`src/rtl/irq_pending_ctrl8_pkg.sv`:
```
// Shared constants and FSM state type for the interrupt pending controller.
package irq_pending_ctrl8_pkg;

  localparam int NUM_IRQ  = 8;
  localparam int IRQ_ID_W = 3;

  // IDLE: arbitrate, PRESENT: offer irq_id, GAP: one quiet cycle after ack.
  typedef enum logic [1:0] {
    IDLE    = 2'd0,
    PRESENT = 2'd1,
    GAP     = 2'd2
  } irq_state_e;

endpackage

```
`src/rtl/priority_encoder8to3.sv`:
```
// 8-to-3 priority encoder: y is the index of the highest set bit of x,
// z flags that any bit is set. y is 0 when x is all zero.
module priority_encoder8to3 (
  input  logic [7:0] x,
  output logic [2:0] y,
  output logic       z
);

  // Scan upward so the highest set bit is the last one written.
  always_comb begin
    y = 3'd0;
    z = 1'b0;
    for (int i = 0; i < 8; i++) begin
      if (x[i]) begin
        y = i[2:0];
        z = 1'b1;
      end
    end
  end

endmodule

```
`src/rtl/irq_pending_ctrl8.sv`:
```
// Interrupt front end: synchronises 8 request lines, captures rising edges
// into a pending register, masks, arbitrates through the priority encoder
// and offers the winner over a valid/ack handshake.
//
// Handshake: irq_valid is high only in PRESENT and irq_id is stable for the
// whole time it is high. The consumer accepts by raising irq_ack while
// irq_valid is high; the transfer completes on that clock edge. irq_ack seen
// while irq_valid is low has no effect. After an accept irq_valid stays low
// for at least two cycles (GAP, then IDLE re-arbitration).
module irq_pending_ctrl8
  import irq_pending_ctrl8_pkg::*;
#(
  parameter int SYNC_STAGES = 2,
  parameter bit LEVEL_MODE  = 1'b0
) (
  input  logic                clk,
  input  logic                rst_n,
  input  logic [NUM_IRQ-1:0]  irq_in,
  input  logic [NUM_IRQ-1:0]  irq_mask,
  output logic                irq_valid,
  output logic [IRQ_ID_W-1:0] irq_id,
  input  logic                irq_ack,
  output logic [NUM_IRQ-1:0]  pending
);

  logic [NUM_IRQ-1:0]  sync_level;
  logic [NUM_IRQ-1:0]  prev_q, prev_d;
  logic [NUM_IRQ-1:0]  pending_q, pending_d;
  logic [NUM_IRQ-1:0]  rise;
  logic [NUM_IRQ-1:0]  clr_vec;
  logic [NUM_IRQ-1:0]  req;
  logic [IRQ_ID_W-1:0] irq_id_q, irq_id_d;
  logic [IRQ_ID_W-1:0] enc_y;
  logic                enc_z;
  logic                ack_fire;
  irq_state_e          state_q, state_d;

  // Per-line synchroniser chain; the last stage is the usable level.
  for (genvar i = 0; i < NUM_IRQ; i++) begin : g_sync
    logic [SYNC_STAGES-1:0] chain_q;
    logic [SYNC_STAGES-1:0] chain_d;

    // Shift the raw line into the bottom of the chain.
    always_comb begin
      chain_d = {chain_q[SYNC_STAGES-2:0], irq_in[i]};
    end

    // Synchroniser flops.
    always_ff @(posedge clk or negedge rst_n) begin
      if (!rst_n) chain_q <= '0;
      else        chain_q <= chain_d;
    end

    assign sync_level[i] = chain_q[SYNC_STAGES-1];
  end

  // Edge detect, ack clear and pending update; a new edge beats a same-cycle clear.
  always_comb begin
    prev_d   = sync_level;
    rise     = sync_level & ~prev_q;
    ack_fire = (state_q == PRESENT) && irq_ack;
    clr_vec  = '0;
    if (ack_fire) clr_vec[irq_id_q] = 1'b1;
    if (LEVEL_MODE) pending_d = sync_level;
    else            pending_d = (pending_q & ~clr_vec) | rise;
    req = pending_q & ~irq_mask;
  end

  priority_encoder8to3 u_enc (
    .x (req),
    .y (enc_y),
    .z (enc_z)
  );

  // Latch the winning index only when leaving IDLE; held through PRESENT.
  always_comb begin
    irq_id_d = irq_id_q;
    if ((state_q == IDLE) && enc_z) irq_id_d = enc_y;
  end

  // Edge history, pending and presented id registers.
  always_ff @(posedge clk or negedge rst_n) begin
    if (!rst_n) begin
      prev_q    <= '0;
      pending_q <= '0;
      irq_id_q  <= '0;
    end else begin
      prev_q    <= prev_d;
      pending_q <= pending_d;
      irq_id_q  <= irq_id_d;
    end
  end

  // FSM state register.
  always_ff @(posedge clk or negedge rst_n) begin
    if (!rst_n) state_q <= IDLE;
    else        state_q <= state_d;
  end

  // FSM next state: no preemption while PRESENT.
  always_comb begin
    state_d = state_q;
    unique case (state_q)
      IDLE:    if (enc_z)   state_d = PRESENT;
      PRESENT: if (irq_ack) state_d = GAP;
      GAP:                  state_d = IDLE;
      default:              state_d = IDLE;
    endcase
  end

  // FSM outputs.
  always_comb begin
    irq_valid = (state_q == PRESENT);
    irq_id    = irq_id_q;
    pending   = pending_q;
  end

endmodule
```
`config.mk`:
```
export PLATFORM = sky130hd
export DESIGN_NAME = irq_pending_ctrl8
export DESIGN_NICKNAME = d
export VERILOG_FILES = /design/src/rtl/irq_pending_ctrl8_pkg.sv /design/src/rtl/priority_encoder8to3.sv /design/src/rtl/irq_pending_ctrl8.sv
export SDC_FILE = /design/constraint.sdc
export NUM_CORES = 1
export LEC_CHECK = 0
export ABC_AREA = 1
export CORE_ASPECT_RATIO = 1.5
export CORE_MARGIN = 3
export CORE_UTILIZATION = 40
export DETAILED_ROUTE_END_ITERATION = 8
export GPL_TIMING_DRIVEN = 1
export PLACE_DENSITY = 0.67
export SETUP_SLACK_MARGIN = 0.2
export SLEW_MARGIN = 30
export SYNTH_ARGS = -nofsm -noshare
export SYNTH_HDL_FRONTEND = slang
export SYNTH_SLANG_ARGS = --single-unit
```
`constraint.sdc`:
```
create_clock -name clk -period 1.3 [get_ports clk]
set_input_delay 0.195 -clock clk [delete_from_list [all_inputs] [get_ports clk]]
set_output_delay 0.195 -clock clk [all_outputs]
set_load 0.01 [all_outputs]
```
### Yosys cells after proc, flatten, opt, wreduce, memory -nomap -nowiden

Index checks and enable logic that the tools add are counted.

| storage, ports and cells | value |
|---|---|
| input port bits | 19 |
| word-level logic and storage cells | 50 |
| output and inout bits | 12 |
| flip-flop bits (word level) | 37 |

| operators by class | value |
|---|---|
| reductions and logical operators | 5 |
| multiplexer cells | 21 |
| eq/ne operators | 3 |
| bitwise operators | 7 |
| $lt $le $gt $ge | 2 |

Operators with widths:

| cell | number |
|---|---|
| $and 8x8->8 | 3 |
| $not 8->8 | 3 |
| $mux 3 | 4 |
| $mux 1 | 10 |
| $mux 2 | 4 |
| $mux 8 | 1 |
| $or 8x8->8 | 1 |
| $lt 3x4->1 const B | 1 |
| $pmux 2 s2 | 1 |
| $demux 1 s3 | 1 |
| $ge 3x1->1 const B | 1 |
| $logic_and 1x1->1 | 3 |
| $eq 2x1->1 const B | 1 |
| $logic_not 2->1 | 1 |
| $ne 2x1->1 const B | 1 |
| $ne 2x2->1 const B | 1 |
| $reduce_and 2->1 | 1 |

### Longest topological paths before layout

| logic depth | value |
|---|---|
| word-level depth | 12 |
| depth in mapped cells | 10 |
| depth with buffers taken out | 10 |

### By module

From an unflattened synthesis, not the netlist that was laid out.

| second synthesis, totals | value |
|---|---|
| cells, all modules | 142 |
| area total of the unflattened synthesis | 1352.5 sq um |

Modules (own cells, without submodules):

| module | area each (sq um) | times used | sequential area each (sq um) | cells each |
|---|---|---|---|---|
| irq_pending_ctrl8 | 1275.0 | 1 | 925.9 | 122 |
| priority_encoder8to3 | 77.6 | 1 | 0.0 | 20 |

### Worst setup path before layout

Ideal clock, no wire load.

| timing path | value |
|---|---|
| path type | reg2reg |
| from | register pending_q[4] (netlist: pending[4]) |
| to | register irq_id_q[0] (netlist: irq_id[0]) |
| data required time | 1.184 ns |
| path buffers | 0 |
| stages on the path, launching flop included | 9 |
| setup slack | 0.246 ns |
| arrival | 0.938 ns |
| clock period less this slack | 1.054 ns |
| library setup time | 0.116 ns |
| cells stage by stage | dfrtp_1 > nand2_2 > nand2_1 > nor2_2 > nand2_2 > nand2_4 > inv_2 > nand2_1 > nand2_1 |

| between the ends | value |
|---|---|
| word-level cells in the longest chain between the ends | 6 |
| elaborated cells on any way between the ends | 10 |
| those cells by class | mux (8); bitwise (1); reduce/logical (1) |

Ends and longest elaborated chain:

| element | line | RTL |
|---|---|---|
| start, declared | irq_pending_ctrl8.sv:28 | `logic [NUM_IRQ-1:0] pending_q, pending_d;` |
| start signal, assigned | irq_pending_ctrl8.sv:89 | `pending_q <= pending_d;` |
| $and 8x8->8 (*) | irq_pending_ctrl8.sv:66 | `req = pending_q & ~irq_mask;` |
| $mux 1 (4 in a row) | priority_encoder8to3.sv:14 | `if (x[i]) begin` |
| $logic_and 1x1->1 | irq_pending_ctrl8.sv:78 | `if ((state_q == IDLE) && enc_z) irq_id_d = enc_y;` |
| end signal, assigned | irq_pending_ctrl8.sv:90 | `irq_id_q <= irq_id_d;` |
| end, declared | irq_pending_ctrl8.sv:32 | `logic [IRQ_ID_W-1:0] irq_id_q, irq_id_d;` |

Every way passes the cells marked *; elsewhere a longest branch is shown, timed or not.
A chain may end at the register's enable or synchronous reset.

### Worst setup path after layout

| timing path | value |
|---|---|
| from | register state_q[1] |
| to | register pending_q[6] (netlist: pending[6]) |

| between the ends | value |
|---|---|
| word-level cells in the longest chain between the ends | 6 |

Ends and longest elaborated chain:

| element | line | RTL |
|---|---|---|
| start, declared | irq_pending_ctrl8.sv:36 | `irq_state_e state_q, state_d;` |
| start signal, assigned | irq_pending_ctrl8.sv:97 | `else state_q <= state_d;` |
| $eq 2x1->1 | irq_pending_ctrl8.sv:61 | `ack_fire = (state_q == PRESENT) && irq_ack;` |
| $logic_and 1x1->1 | irq_pending_ctrl8.sv:61 |  |
| $mux 8 | irq_pending_ctrl8.sv:63 | `if (ack_fire) clr_vec[irq_id_q] = 1'b1;` |
| $not 8->8 | irq_pending_ctrl8.sv:65 | `else pending_d = (pending_q & ~clr_vec) \| rise;` |
| $and 8x8->8 | irq_pending_ctrl8.sv:65 |  |
| $or 8x8->8 | irq_pending_ctrl8.sv:65 |  |
| via pending_d[6] | irq_pending_ctrl8.sv:28 |  |

The timed path passes the listed nets, and every way through them passes these cells.

==> flow_summary.yaml <==
outcome:
  status: "finished clean"
worst_setup_path:
  critPathArrivalTime_ps: 1340
  setup.reg_to_reg.worst_slack_ps: 130
  timing_worst_setup_path_type: "flop to flop"
  critical_path_required_ps: 1470
  critical_path.startpoint_type: "flop"
  cp-end-kind: "flop"
  timing.critical_path.fanout_max: 4
drt:
  vias_post_dr: 952
  first_pass_iters: 2
  route.detailed.drc: 0
  drt-initial-drc-count: 17
  average_wire_per_cell_in_the_routed_design_um: 12.20
  post_drt_via_cell_ratio: 4.533
  totalWireLength_mm: 2.561
  route.antenna.remaining_nets: 0
floorplanning:
  initial_core_util_pct: 42.83
  core_region_area_um2: 3003
  die_height_um: 75.45
  fp.dieW_um: 52.30
  pin_count: 31
  fp.dieArea_um2: 3946
  core.rowCount: 24
sta:
  postLayoutSetupSlackWorst_ps: 125.1
  worst-slew-pin-transition_ps: 191.6
  maxSlewViolCount: 0
  period_share_pct: 90.38
  setup_repair_after_global_routing_missed_its_margin: "yes"
  shortest_clock_period_the_worst_path_allows_after_layout_ps: 1175
  clock.fmax_mhz: 851.1
  timing.final.hold_violations: 0
  setup_viol_count_final: 0
  worst_slew_margin_rel_pct: 87.23
  fin_skew_ps: 6.714
cts:
  clock_path_buffers: 2
  clock_tree.root_cell: "clkbuf_8"
  cts.htree.levels: 2
  post_cts_hold_buffer_count: 0
  clock_latency_ps: 280
  clock-sinks: 37
  numCtsBuffers: 5
  worst_setup_hold_path_clk_slew_ps: 70
  cts_tree: "yes"
finish:
  finish.cell_count_without_fillers: 210
  area.growth.synth_to_final_pct: 45.14
  nets: 189
  final_layout_size_suffix_gt1_share_pct: 33.33
  antenna_cells: 0
min_path:
  hp-class: "input port to asynchronous set/reset pin"
placement:
  dpl_wire_length_mm: 1.708
  portBuffers: 30
  placement.setup.worst_slack_ps: -97.85
  placed_cells: 194
  finalWeightedCongestion: 0.8372
yosys:
  synth-seq-area-share_pct: 71.98
  synthXorXnorAreaFrac_pct: 0
  synth_area_um2: 1286
  synth_warnings: 0
  synth_edf_count: 0
  combinational_family_with_the_most_area_after_synthesis: "simple AND/OR/NAND/NOR gates"
  synthesis.area_per_instance_um2: 10.99
  netlist.area_leader.share_pct: 71.98
  synth_commonest_cells: "dfrtp_1, inv_1, nand2_1"
  synth_simple_gate_area_share_pct: 12.74
  synth_compound_area_share_pct: 8.268
  postSynthNetCount: 136
  yosys_register_bits: 37
  syn-instance-count: 117
  synth_area_leader_cell: "dfrtp_1"
  async_flop_share_pct: 100.0
  synth-adder-area-share_pct: 0
  synth_mux_area_share_pct: 0
  post_synth_num_cell_types: 12
  synth.top_cells.by_area: "dfrtp_1, inv_1, nand2_1"
  synth.most_common_cell: "dfrtp_1"
  ys.flop_type: "dfrtp_1"
flow_run:
  maxCapViolCount: 0
global_routing:
  grt_pass1_vias: 898
  grt_pass1_wl_mm: 3.829
  grt_remaining_overflow: 0
  grt_antenna_before_repair: 0
  grt_max_degree: 38
  gr-usage-all-layers_pct: 13.74
pwr:
  power_density_of_the_placed_cells_nw_per_um2: 1837
  irDropWorstVdd_v: 0.001052
  total_leakage_power_uw: 0.0009270
-- worst max-delay path, stage by stage (launching register included) --
cell and delay (ps):
dfrtp_1 380, inv_1 60, nand2_2 50, buf_6 120, nor2_4 140, nand2_4 100, o21ai_2 120, o21ai_1 80
-- cell families (layout without fill, tap and decap cells) --
kind of cell,after synthesis,in the layout
AOI/OAI and AO/OA,21,21
buffers and inverters,24,78
DFF,37,37
and+or+nand+nor,35,35
-- flip-flops by register name, indices dropped and copies added (netlist names) --
name	cells
irq_id	3
g_sync.chain_q	16
pending	8
state_q	2
prev_q	8
-- routing by layer --
layer  part of all wire [%]  track usage, %
met5                      0               0
met3                    5.5           4.305
met2                     53           24.17
met1                     38           13.99
met4                    3.1           8.239
-- power by group --
group          total (uW)  switching, uW  internal, uW
Sequential           1470            127          1340
Clock                 731            360           371
Combinational        1230            668           562
Total                3430           1160          2270
-- through the flow --
step | total power [uW] | area [um2] | TNS (ps) | util [%] | hold slack [ps]
global route | 3659 | 1867 | 0 | 62.17 | 297.3
finish | 3428 | 1867 | 0 | 62.17 | 288.1
detailed placement | 2556 | 1708 | -606.4 | 56.88 | 335.8
CTS | 3308 | 1784 | 0 | 59.42 | 290.4
global placement | 2514 | 1708 | -465.2 | 56.88 | 331.4
floorplan | 1946 | 1286 | 0 | - | -100.6
-- final timing paths --
| kind | from | end | cells past startpoint |
|---|---|---|---|
| worst max-delay path | state_q[1] | pending[6] | 7 |
| worst min-delay path | rst_n | pending[1] | 2 |
| worst max register to register | state_q[1] | pending[6] | 7 |
| worst min register to register | g_sync[6].chain_q[0] | g_sync[6].chain_q[1] | 0 |
| max in group asynchronous | rst_n | g_sync[4].chain_q[0] | 2 |
| min in group clk | g_sync[6].chain_q[0] | g_sync[6].chain_q[1] | 0 |
-- layout make-up --
class	count	area, um2
Fill cell	247	1136
Clock buffer	6	72.57
Tap cell	39	48.80
Sequential cell	37	925.9
Timing Repair Buffer	46	380.4
Inverter	24	90.09
Multi-Input combinational cell	56	339.1
Clock inverter	2	10.01
-- repair_timing --
action | 4_1_cts | 5_1_grt
resized for setup | 61 | 17
endpoints found under the setup margin | 22 | 14
pin swaps | 2 | 6
buffers inserted | 4 | 4
-- cells in the final DEF (no fill, tap or decap), types with 3 or more instances in the layout --
master	synthesis	routed
o21ai_0	14	3
nand2_4	1	4
dfrtp_1	37	37
clkbuf_8	0	5
buf_2	0	12
inv_1	23	23
nand2_1	23	19
buf_4	0	13
o21ai_1	6	12
o21ai_2	0	5
clkdlybuf4s50_1	0	18
nand2_2	6	7
Note: power is estimated with default switching activity, not from simulation.
